$ cat src/rtl/nn_axis_pkg.sv
// Shared state encoding and default frame geometry for the NN AXI-Stream frame sender.
package nn_axis_pkg;
  typedef enum logic [1:0] {IDLE, READ, DRAIN, DONE} tx_state_e;

  localparam int IN_BEATS_DEF = 9;
  localparam int WB_BEATS_DEF = 10;
endpackage

$ cat src/rtl/axis_tx_skid_fifo.sv
// Two-entry FIFO between the BRAM read port and the AXI-Stream master; head is the output beat.
module axis_tx_skid_fifo #(
  parameter int W = 64
) (
  input  logic         clk,
  input  logic         rst,
  input  logic         push,
  input  logic         pop,
  input  logic [W-1:0] din,
  output logic [W-1:0] dout,
  output logic         empty,
  output logic [1:0]   count
);
  logic [1:0][W-1:0] mem;
  logic              wr_ptr, rd_ptr;

  always_ff @(posedge clk or posedge rst) begin
    if (rst) begin
      mem    <= '0;
      wr_ptr <= 1'b0;
      rd_ptr <= 1'b0;
      count  <= 2'd0;
    end else begin
      if (push) begin
        mem[wr_ptr] <= din;
        wr_ptr      <= ~wr_ptr;
      end
      if (pop) rd_ptr <= ~rd_ptr;
      // simultaneous push and pop leaves occupancy unchanged
      case ({push, pop})
        2'b10:   count <= count + 2'd1;
        2'b01:   count <= count - 2'd1;
        default: count <= count;
      endcase
    end
  end

  assign dout  = mem[rd_ptr];
  assign empty = (count == 2'd0);
endmodule

$ cat src/rtl/axis_nn_frame_tx.sv
// Streams one NN frame (input vector then weights/bias) from BRAM onto AXI-Stream.
// Define AXIS_FRAME_TX_TUSER_EN to add m_axis_tuser (1 on weight/bias beats).
module axis_nn_frame_tx
  import nn_axis_pkg::*;
#(
  parameter int DATA_WIDTH = 64,
  parameter int ADDR_WIDTH = 5,
  parameter int IN_BEATS   = IN_BEATS_DEF,
  parameter int WB_BEATS   = WB_BEATS_DEF
) (
  input  logic                  aclk,
  input  logic                  areset,
  input  logic                  start,
  input  logic [ADDR_WIDTH-1:0] base_addr,
  output logic                  busy,
  output logic                  done,
  output logic                  mem_en,
  output logic [ADDR_WIDTH-1:0] mem_addr,
  input  logic [DATA_WIDTH-1:0] mem_dout,
  output logic [DATA_WIDTH-1:0] m_axis_tdata,
  output logic                  m_axis_tvalid,
  input  logic                  m_axis_tready,
  output logic                  m_axis_tlast
`ifdef AXIS_FRAME_TX_TUSER_EN
  ,
  output logic                  m_axis_tuser
`endif
);
  localparam int FRAME_LEN = IN_BEATS + WB_BEATS;
  localparam int CW        = $clog2(FRAME_LEN + 1);
  localparam logic [CW-1:0] LAST_IDX = CW'(FRAME_LEN - 1);
  localparam logic [CW-1:0] WB_IDX   = CW'(IN_BEATS);

  tx_state_e             state_q, state_d;
  logic [ADDR_WIDTH-1:0] addr_q;
  logic [CW-1:0]         issue_cnt, beat_cnt;
  logic                  inflight, pop, empty;
  logic [1:0]            fifo_count;
  logic [2:0]            occ;

  axis_tx_skid_fifo #(.W(DATA_WIDTH)) u_fifo (
    .clk   (aclk),
    .rst   (areset),
    .push  (inflight),
    .pop   (pop),
    .din   (mem_dout),
    .dout  (m_axis_tdata),
    .empty (empty),
    .count (fifo_count)
  );

  assign m_axis_tvalid = ~empty;
  assign pop           = m_axis_tvalid & m_axis_tready;
  assign m_axis_tlast  = m_axis_tvalid && (beat_cnt == LAST_IDX);
`ifdef AXIS_FRAME_TX_TUSER_EN
  assign m_axis_tuser  = m_axis_tvalid && (beat_cnt >= WB_IDX);
`endif
  // slots claimed after this edge; a read is issued only if one stays free
  assign occ      = {1'b0, fifo_count} + {2'b00, inflight} - {2'b00, pop};
  assign mem_addr = addr_q;
  assign busy     = (state_q != IDLE);
  assign done     = (state_q == DONE);

  always_ff @(posedge aclk or posedge areset) begin
    if (areset) state_q <= IDLE;
    else        state_q <= state_d;
  end

  always_comb begin
    state_d = state_q;
    mem_en  = 1'b0;
    case (state_q)
      IDLE:  if (start) state_d = READ;
      READ: begin
        if (occ < 3'd2) begin
          mem_en = 1'b1;
          if (issue_cnt == LAST_IDX) state_d = DRAIN;
        end
      end
      DRAIN: if (pop && m_axis_tlast) state_d = DONE;
      DONE:  state_d = IDLE;
      default: state_d = IDLE;
    endcase
  end

  always_ff @(posedge aclk or posedge areset) begin
    if (areset) begin
      addr_q    <= '0;
      issue_cnt <= '0;
      beat_cnt  <= '0;
      inflight  <= 1'b0;
    end else begin
      inflight <= mem_en;
      if (state_q == IDLE && start) begin
        addr_q    <= base_addr;
        issue_cnt <= '0;
        beat_cnt  <= '0;
      end else begin
        if (mem_en) begin
          addr_q    <= addr_q + ADDR_WIDTH'(1);
          issue_cnt <= issue_cnt + CW'(1);
        end
        if (pop) beat_cnt <= beat_cnt + CW'(1);
      end
    end
  end
endmodule

$ cat config.mk
export PLATFORM = sky130hd
export DESIGN_NAME = axis_nn_frame_tx
export DESIGN_NICKNAME = d
export VERILOG_FILES = /design/src/rtl/nn_axis_pkg.sv /design/src/rtl/axis_tx_skid_fifo.sv /design/src/rtl/axis_nn_frame_tx.sv
export SDC_FILE = /design/constraint.sdc
export NUM_CORES = 1
export LEC_CHECK = 0
export ABC_AREA = 0
export CELL_PAD_IN_SITES_DETAIL_PLACEMENT = 1
export CELL_PAD_IN_SITES_GLOBAL_PLACEMENT = 2
export CORE_MARGIN = 2
export CORE_UTILIZATION = 35
export CTS_CLUSTER_SIZE = 40
export DETAILED_ROUTE_END_ITERATION = 10
export GPL_TIMING_DRIVEN = 0
export PLACE_DENSITY = 0.76
export REMOVE_ABC_BUFFERS = 1
export SLEW_MARGIN = 20
export SYNTH_ARGS = -nofsm -noshare
export SYNTH_HDL_FRONTEND = slang
export SYNTH_SLANG_ARGS = --single-unit
export TNS_END_PERCENT = 30
$ cat constraint.sdc
create_clock -name aclk -period 5.7 [get_ports aclk]
set_clock_uncertainty 0.15 [all_clocks]
set_input_delay 0.57 -clock aclk [delete_from_list [all_inputs] [get_ports aclk]]
set_output_delay 0.57 -clock aclk [all_outputs]
set_load 0.03 [all_outputs]
==> flow_summary.json, run 1 <==
{
  "final_layout_size_suffix_gt1_share_pct": 38.0,
  "ant_nets": 0,
  "grt_use_total_pct": 16.6,
  "layout.cells.non_filler": 857,
  "grt_pass1_vias": 4972,
  "fill_cells": 1888,
  "diodes": 0,
  "reg2reg_depth": 8,
  "seq_area_um2": 3760,
  "totalPowerFinal_w": 0.00632,
  "relSlewSlack_pct": 58.0,
  "synth_top_family_by_area": "multiplexers",
  "dieWidth_um": 142,
  "setup_violations": 0,
  "p_clk_share_pct": 18.4,
  "maxCapViolCount": 0,
  "fin_crit_sh_pct": 73.1,
  "antenna_found_initial": 0,
  "crit_arrival_ns": 3.45,
  "seq_power_share_pct": 30.9,
  "netlist_area_um2": 6690,
  "tightest_slew_ns": 0.630,
  "core_area_um2": 18700,
  "switching_share_pct": 37.4,
  "synth-xor-area-share_pct": 2.10,
  "hp-start": "u_fifo.mem[92]",
  "fin_crit_ns": 4.17,
  "clkLatencyLatePin_ns": 0.42,
  "htree_levels": 4,
  "layout_common_cells": "mux2_2, dfrtp_1, clkdlybuf4s50_1",
  "p_sw_w": 0.00236,
  "synth_adder_area_share_pct": 2.36,
  "yosysSeqAreaShare_pct": 56.1,
  "cell_internal_pwr_w": 0.00396,
  "routedWlPerCell_um": 18.6,
  "finalNetCount": 695,
  "power_density_nw_per_um2": 692,
  "r2r_start": "u_fifo.count[1]",
  "postSynthCellCount": 463,
  "place_ws_ns": 1.47,
  "post_synth_num_cell_types": 31,
  "muxShareOfSynthArea_pct": 32.7,
  "synth_warnings": 0,
  "die_y_um": 142,
  "status": "finished clean",
  "die-area_um2": 20200,
  "maxSlewViolCount": 0,
  "vdd.ir_drop.worst_uv": 244,
  "worstPathMaxFanout": 7,
  "rsz0062_at_grt": "false",
  "clockBufferDepth": 2,
  "ioPinCount": 147,
  "p_leak_nw": 3.76,
  "row_count": 50,
  "grt_overflow": 0,
  "startpoint": "m_axis_tready",
  "syn_avg_cell_area_um2": 14.4,
  "cts-resized-gates": 0,
  "synth-simple-area-share_pct": 3.14,
  "hold_path_depth": 1,
  "wirelength_um": 16000,
  "hold_violations": 0,
  "cts_hold_buf": 0,
  "synthToLayoutAreaGrowth_pct": 36.6,
  "grt_start_max_net_pins": 87,
  "drc": 0,
  "setup_slack_ns": 1.53,
  "initial_core_util_pct": 35.7,
  "critPathKind": "primary input to output pin",
  "min_path_type": "flip-flop to flip-flop",
  "dr.pass1.iters": 4,
  "multi_input_area_um2": 2810,
  "place_congestion": 0.675,
  "final_common_cell": "mux2_2",
  "synth_compound_area_share_pct": 1.55,
  "placedCellCount": 825,
  "viasPerCell": 4.93,
  "cp-end-kind": "output pin",
  "post-cts-setup-buffers": 0,
  "startpoint_type": "primary input",
  "port-buffer-count": 146,
  "cts_tree": "built",
  "p_comb_share_pct": 50.7,
  "clkTransAtPathRegs_ns": 0.06,
  "drtIter0Drc": 106,
  "fmax_ghz": 0.240,
  "cts_made_buffers": 17,
  "crit_required_ns": 4.98,
  "grt_first_pass_wirelength_um": 26100,
  "ys_seq_elements": 150,
  "hpwlAfterDp_um": 10800,
  "clockRootBuffer": "clkbuf_16",
  "vias": 4224,
  "clock_sinks": 150
}
per-stage QoR:
step           util (%)  hold WS, ns  cell area (um^2)  TNS, ns
2_1_floorplan         -        0.313              6580        0
3_3_place_gp       44.6        0.329              8340  -184.20
3_5_place_dp       45.6        0.339              8520        0
4_1_cts            48.8        0.354              9140        0
5_1_grt            48.8        0.363              9140        0
6_report           48.8        0.352              9140        0
power by group through the flow:
stage / registers (W) / logic, W / clock network [W]
2_1_floorplan: 0.00191 / 0.00206 / 0
3_3_place_gp: 0.00197 / 0.00310 / 0
3_5_place_dp: 0.00197 / 0.00324 / 0
4_1_cts: 0.00196 / 0.00325 / 0.00120
5_1_grt: 0.00204 / 0.00341 / 0.00124
6_report: 0.00195 / 0.00320 / 0.00117
worst paths after layout:
path	to	slack (ns)
worst max-delay path	mem_en	1.53
worst min-delay path	u_fifo.mem[92]	0.35
worst max register to register	state_q[1]	2.92
worst min register to register	u_fifo.mem[92]	0.35
max in group asynchronous	u_fifo.mem[98]	4.18
min in group asynchronous	u_fifo.mem[125]	0.43
state kept, by name (all words and copies together) (netlist names):
| signal | count |
|---|---|
| u_fifo.wr_ptr | 1 |
| issue_cnt | 5 |
| beat_cnt | 5 |
| inflight | 1 |
| state_q | 2 |
| mem_addr | 5 |
| u_fifo.count | 2 |
| u_fifo.mem | 128 |
| u_fifo.rd_ptr | 1 |
final cells by class:
class,instances,area share (%)
Clock buffer,20,5.11
Clock inverter,12,1.62
Inverter,8,0.411
Multi-Input combinational cell,281,30.8
Sequential cell,150,41.1
Tap cell,234,3.21
Timing Repair Buffer,152,17.7
synthesized netlist by cell type, drive strengths merged:
master / n / area [um^2]
inv: 8 / 30.0
buf: 8 / 42.5
a211o: 1 / 8.76
mux2: 193 / 2180
dfrtp: 150 / 3750
xnor2: 6 / 52.6
nand2: 9 / 33.8
ha: 11 / 138
clkbuf: 16 / 60.1
or4b: 1 / 10.0
or2: 1 / 6.26
and3: 3 / 18.8
and2: 1 / 6.26
nor3: 1 / 5.00
nor2: 17 / 63.8
a211oi: 2 / 15.0
a22oi: 1 / 7.51
mux2i: 1 / 10.0
a21oi: 2 / 10.0
nand4: 6 / 37.5
o211ai: 1 / 12.5
a31oi: 2 / 12.5
xor2: 10 / 87.6
o21a: 1 / 7.51
nor4bb: 1 / 10.0
or3: 2 / 12.5
fa: 1 / 20.0
nor2b: 1 / 6.26
o21ai: 6 / 30.0
worst max-delay path, cell delays in order:
cell and delay [ns]:
clkdlybuf4s50_1 0.53, nand2_1 0.07, nor2_1 0.17, o21ai_0 0.14, fa_1 0.39, xnor2_1 0.38, and3_1 0.45, clkdlybuf4s50_1 0.75
cells by family (layout without fill, tap and decap cells):
| group | count (synthesis) | count (layout) |
|---|---|---|
| XOR/XNOR | 16 | 16 |
| AO/OA/AOI/OAI | 16 | 16 |
| flip-flops | 150 | 150 |
| adder cells (fa/ha/maj) | 12 | 12 |
| buffers and inverters | 32 | 192 |
| AND/OR/NAND/NOR | 43 | 43 |
| multiplexers | 194 | 194 |
metal layers:
layer / global-route usage (%) / up-vias / routed length, um
met5: 0 / - / 0
met4: 5.21 / 0 / 276
met3: 4.34 / 17 / 788
met2: 28.2 / 106 / 7880
met1: 20.7 / 2172 / 7020
li1: - / 1929 / -
No activity file was read; power rests on OpenSTA's default activity.
==> run 2: changes to the inputs <==
==> constraint.sdc (replaced) <==
create_clock -name aclk -period 4.2 [get_ports aclk]
set_clock_uncertainty 0.15 [all_clocks]
set_input_delay 0.42 -clock aclk [delete_from_list [all_inputs] [get_ports aclk]]
set_output_delay 0.42 -clock aclk [all_outputs]
set_load 0.03 [all_outputs]
==> results of run 2 <==
Same layout as run 1 (identical final DEF). Status: finished clean.
Among the figures that moved: setup slack after placement 1.47 ns -> 0.271 ns; setup slack after layout 1.53 ns -> 0.327 ns; hold slack 0.352 ns -> 0.281 ns; start point of the critical path m_axis_tready -> u_fifo.count[1]; register-to-register setup slack 2.92 ns -> 1.42 ns; total power 0.00632 W -> 0.00857 W; worst IR drop on VDD 244 uV -> 331 uV
==> run 3: changes to the inputs <==
--- a/config.mk
+++ b/config.mk
@@ -14,7 +14,6 @@
 export DETAILED_ROUTE_END_ITERATION = 10
 export GPL_TIMING_DRIVEN = 0
 export PLACE_DENSITY = 0.76
-export REMOVE_ABC_BUFFERS = 1
 export SLEW_MARGIN = 20
 export SYNTH_ARGS = -nofsm -noshare
 export SYNTH_HDL_FRONTEND = slang
==> flow_summary.json, run 3 (synthesized netlist as in run 1, its figures left out) <==
{
  "fill_cells": 1855,
  "post-cts-setup-buffers": 0,
  "synthToLayoutAreaGrowth_pct": 36.5,
  "critPathKind": "primary input to output pin",
  "htree_levels": 4,
  "fin_setup_tns_ns": 0,
  "drtIter0Drc": 123,
  "dieWidth_um": 142,
  "wirelength_um": 15700,
  "grt_first_pass_wirelength_um": 25900,
  "final_layout_size_suffix_gt1_share_pct": 37.2,
  "p_leak_nw": 3.77,
  "row_count": 50,
  "grt_start_max_net_pins": 34,
  "grt_overflow": 0,
  "layout.cells.non_filler": 879,
  "worstPathMaxFanout": 7,
  "status": "finished clean",
  "vdd.ir_drop.worst_uv": 378,
  "seq_area_um2": 3750,
  "vias": 4305,
  "drc": 0,
  "hold_violations": 0,
  "final_common_cell": "mux2_2",
  "die_y_um": 142,
  "cts_made_buffers": 17,
  "hpwlAfterDp_um": 11300,
  "grt_use_total_pct": 16.5,
  "tightest_slew_ns": 0.871,
  "fin_worst_hold_slack_ns": 0.328,
  "ant_nets": 0,
  "maxCapViolCount": 0,
  "crit_arrival_ns": 3.29,
  "layout_common_cells": "mux2_2, dfrtp_1, clkdlybuf4s50_1",
  "core_area_um2": 18700,
  "antenna_found_initial": 0,
  "setup_violations": 0,
  "routedWlPerCell_um": 17.9,
  "place_congestion": 0.713,
  "regMostFlops": "u_fifo.mem",
  "dr.pass1.iters": 4,
  "finalNetCount": 717,
  "maxSlewViolCount": 0,
  "crit_required_ns": 3.63,
  "cts-resized-gates": 0,
  "fin_crit_sh_pct": 91.8,
  "initial_core_util_pct": 35.7,
  "multi_input_area_um2": 2800,
  "clkTransAtPathRegs_ns": 0.06,
  "min_path_type": "primary input to async pin",
  "viasPerCell": 4.90,
  "rsz0062_at_grt": "false",
  "ioPinCount": 147,
  "startpoint_type": "primary input",
  "cts_tree": "built",
  "fin_area_um2": 9120,
  "relSlewSlack_pct": 41.7,
  "die-area_um2": 20200,
  "placedCellCount": 847,
  "fin_crit_ns": 3.86,
  "fmax_ghz": 0.259,
  "clockBufferDepth": 2,
  "cp-end-kind": "output pin",
  "power_density_nw_per_um2": 930,
  "placed_area_um2": 8520,
  "grt_pass1_vias": 4886,
  "clock_sinks": 150,
  "synth_nets": 548,
  "cts_hold_buf": 0,
  "diodes": 0,
  "port-buffer-count": 146,
  "clockRootBuffer": "clkbuf_16",
  "largest_register_ffs": 128,
  "clkLatencyLatePin_ns": 0.41
}
[run 3: worst paths after layout]
check / slack, ns / cells past startpoint / endpoint / start
setup / recovery: 0.34 / 9 / mem_en / m_axis_tready
hold / removal: 0.33 / 2 / u_fifo.mem[13] / areset
setup reg to reg: 1.34 / 8 / state_q[1] / u_fifo.count[1]
hold reg to reg: 0.35 / 1 / u_fifo.mem[102] / u_fifo.mem[102]
max in group asynchronous: 2.73 / 4 / u_fifo.mem[105] / areset
min in group aclk: 0.35 / 1 / u_fifo.mem[102] / u_fifo.mem[102]
[run 3: power breakdown]
| part | switching [W] | total [W] | internal (W) |
|---|---|---|---|
| clock network | 0.000612 | 0.00155 | 0.000938 |
| registers | 0.000385 | 0.00257 | 0.00218 |
| logic | 0.00219 | 0.00436 | 0.00217 |
| total | 0.00319 | 0.00848 | 0.00529 |
[run 3: area by class of cell]
type                       instances  share of cell area (%)
buffer                            24                    1.12
sequential                       150                    41.1
inverter                           8                   0.370
tap                              234                    3.21
multi-input combinational        281                    30.7
clock inverter                    11                    1.32
clock buffer                      21                    5.27
timing repair buffer             150                    16.9
[run 3: metrics by stage]
step	power (W)	utilization, %	worst slack [ns]
6_report	0.00848	48.8	0.342
5_1_grt	0.00900	48.8	0.0188
4_1_cts	0.00862	48.8	0.299
3_5_place_dp	0.00701	45.6	0.338
3_3_place_gp	0.00684	45.1	0.392
2_1_floorplan	0.00541	-	1.68
[run 3: worst max-delay path: stages]
cell and delay (ns):
clkdlybuf4s50_1 0.54, nand2_1 0.08, nor2_1 0.17, o21ai_0 0.14
fa_1 0.39, xnor2_1 0.42, and3_1 0.21, buf_2 0.20
clkdlybuf4s50_1 0.70
[run 3: metal layers]
layer / track usage, % / share of wire, % / routed length [um] / up-vias
li1: - / - / - / 1971
met1: 20.0 / 42 / 6670 / 2222
met2: 28.8 / 51 / 8030 / 97
met3: 4.71 / 5.5 / 859 / 15
met4: 4.58 / 1.1 / 169 / 0
met5: 0 / 0 / 0 / -
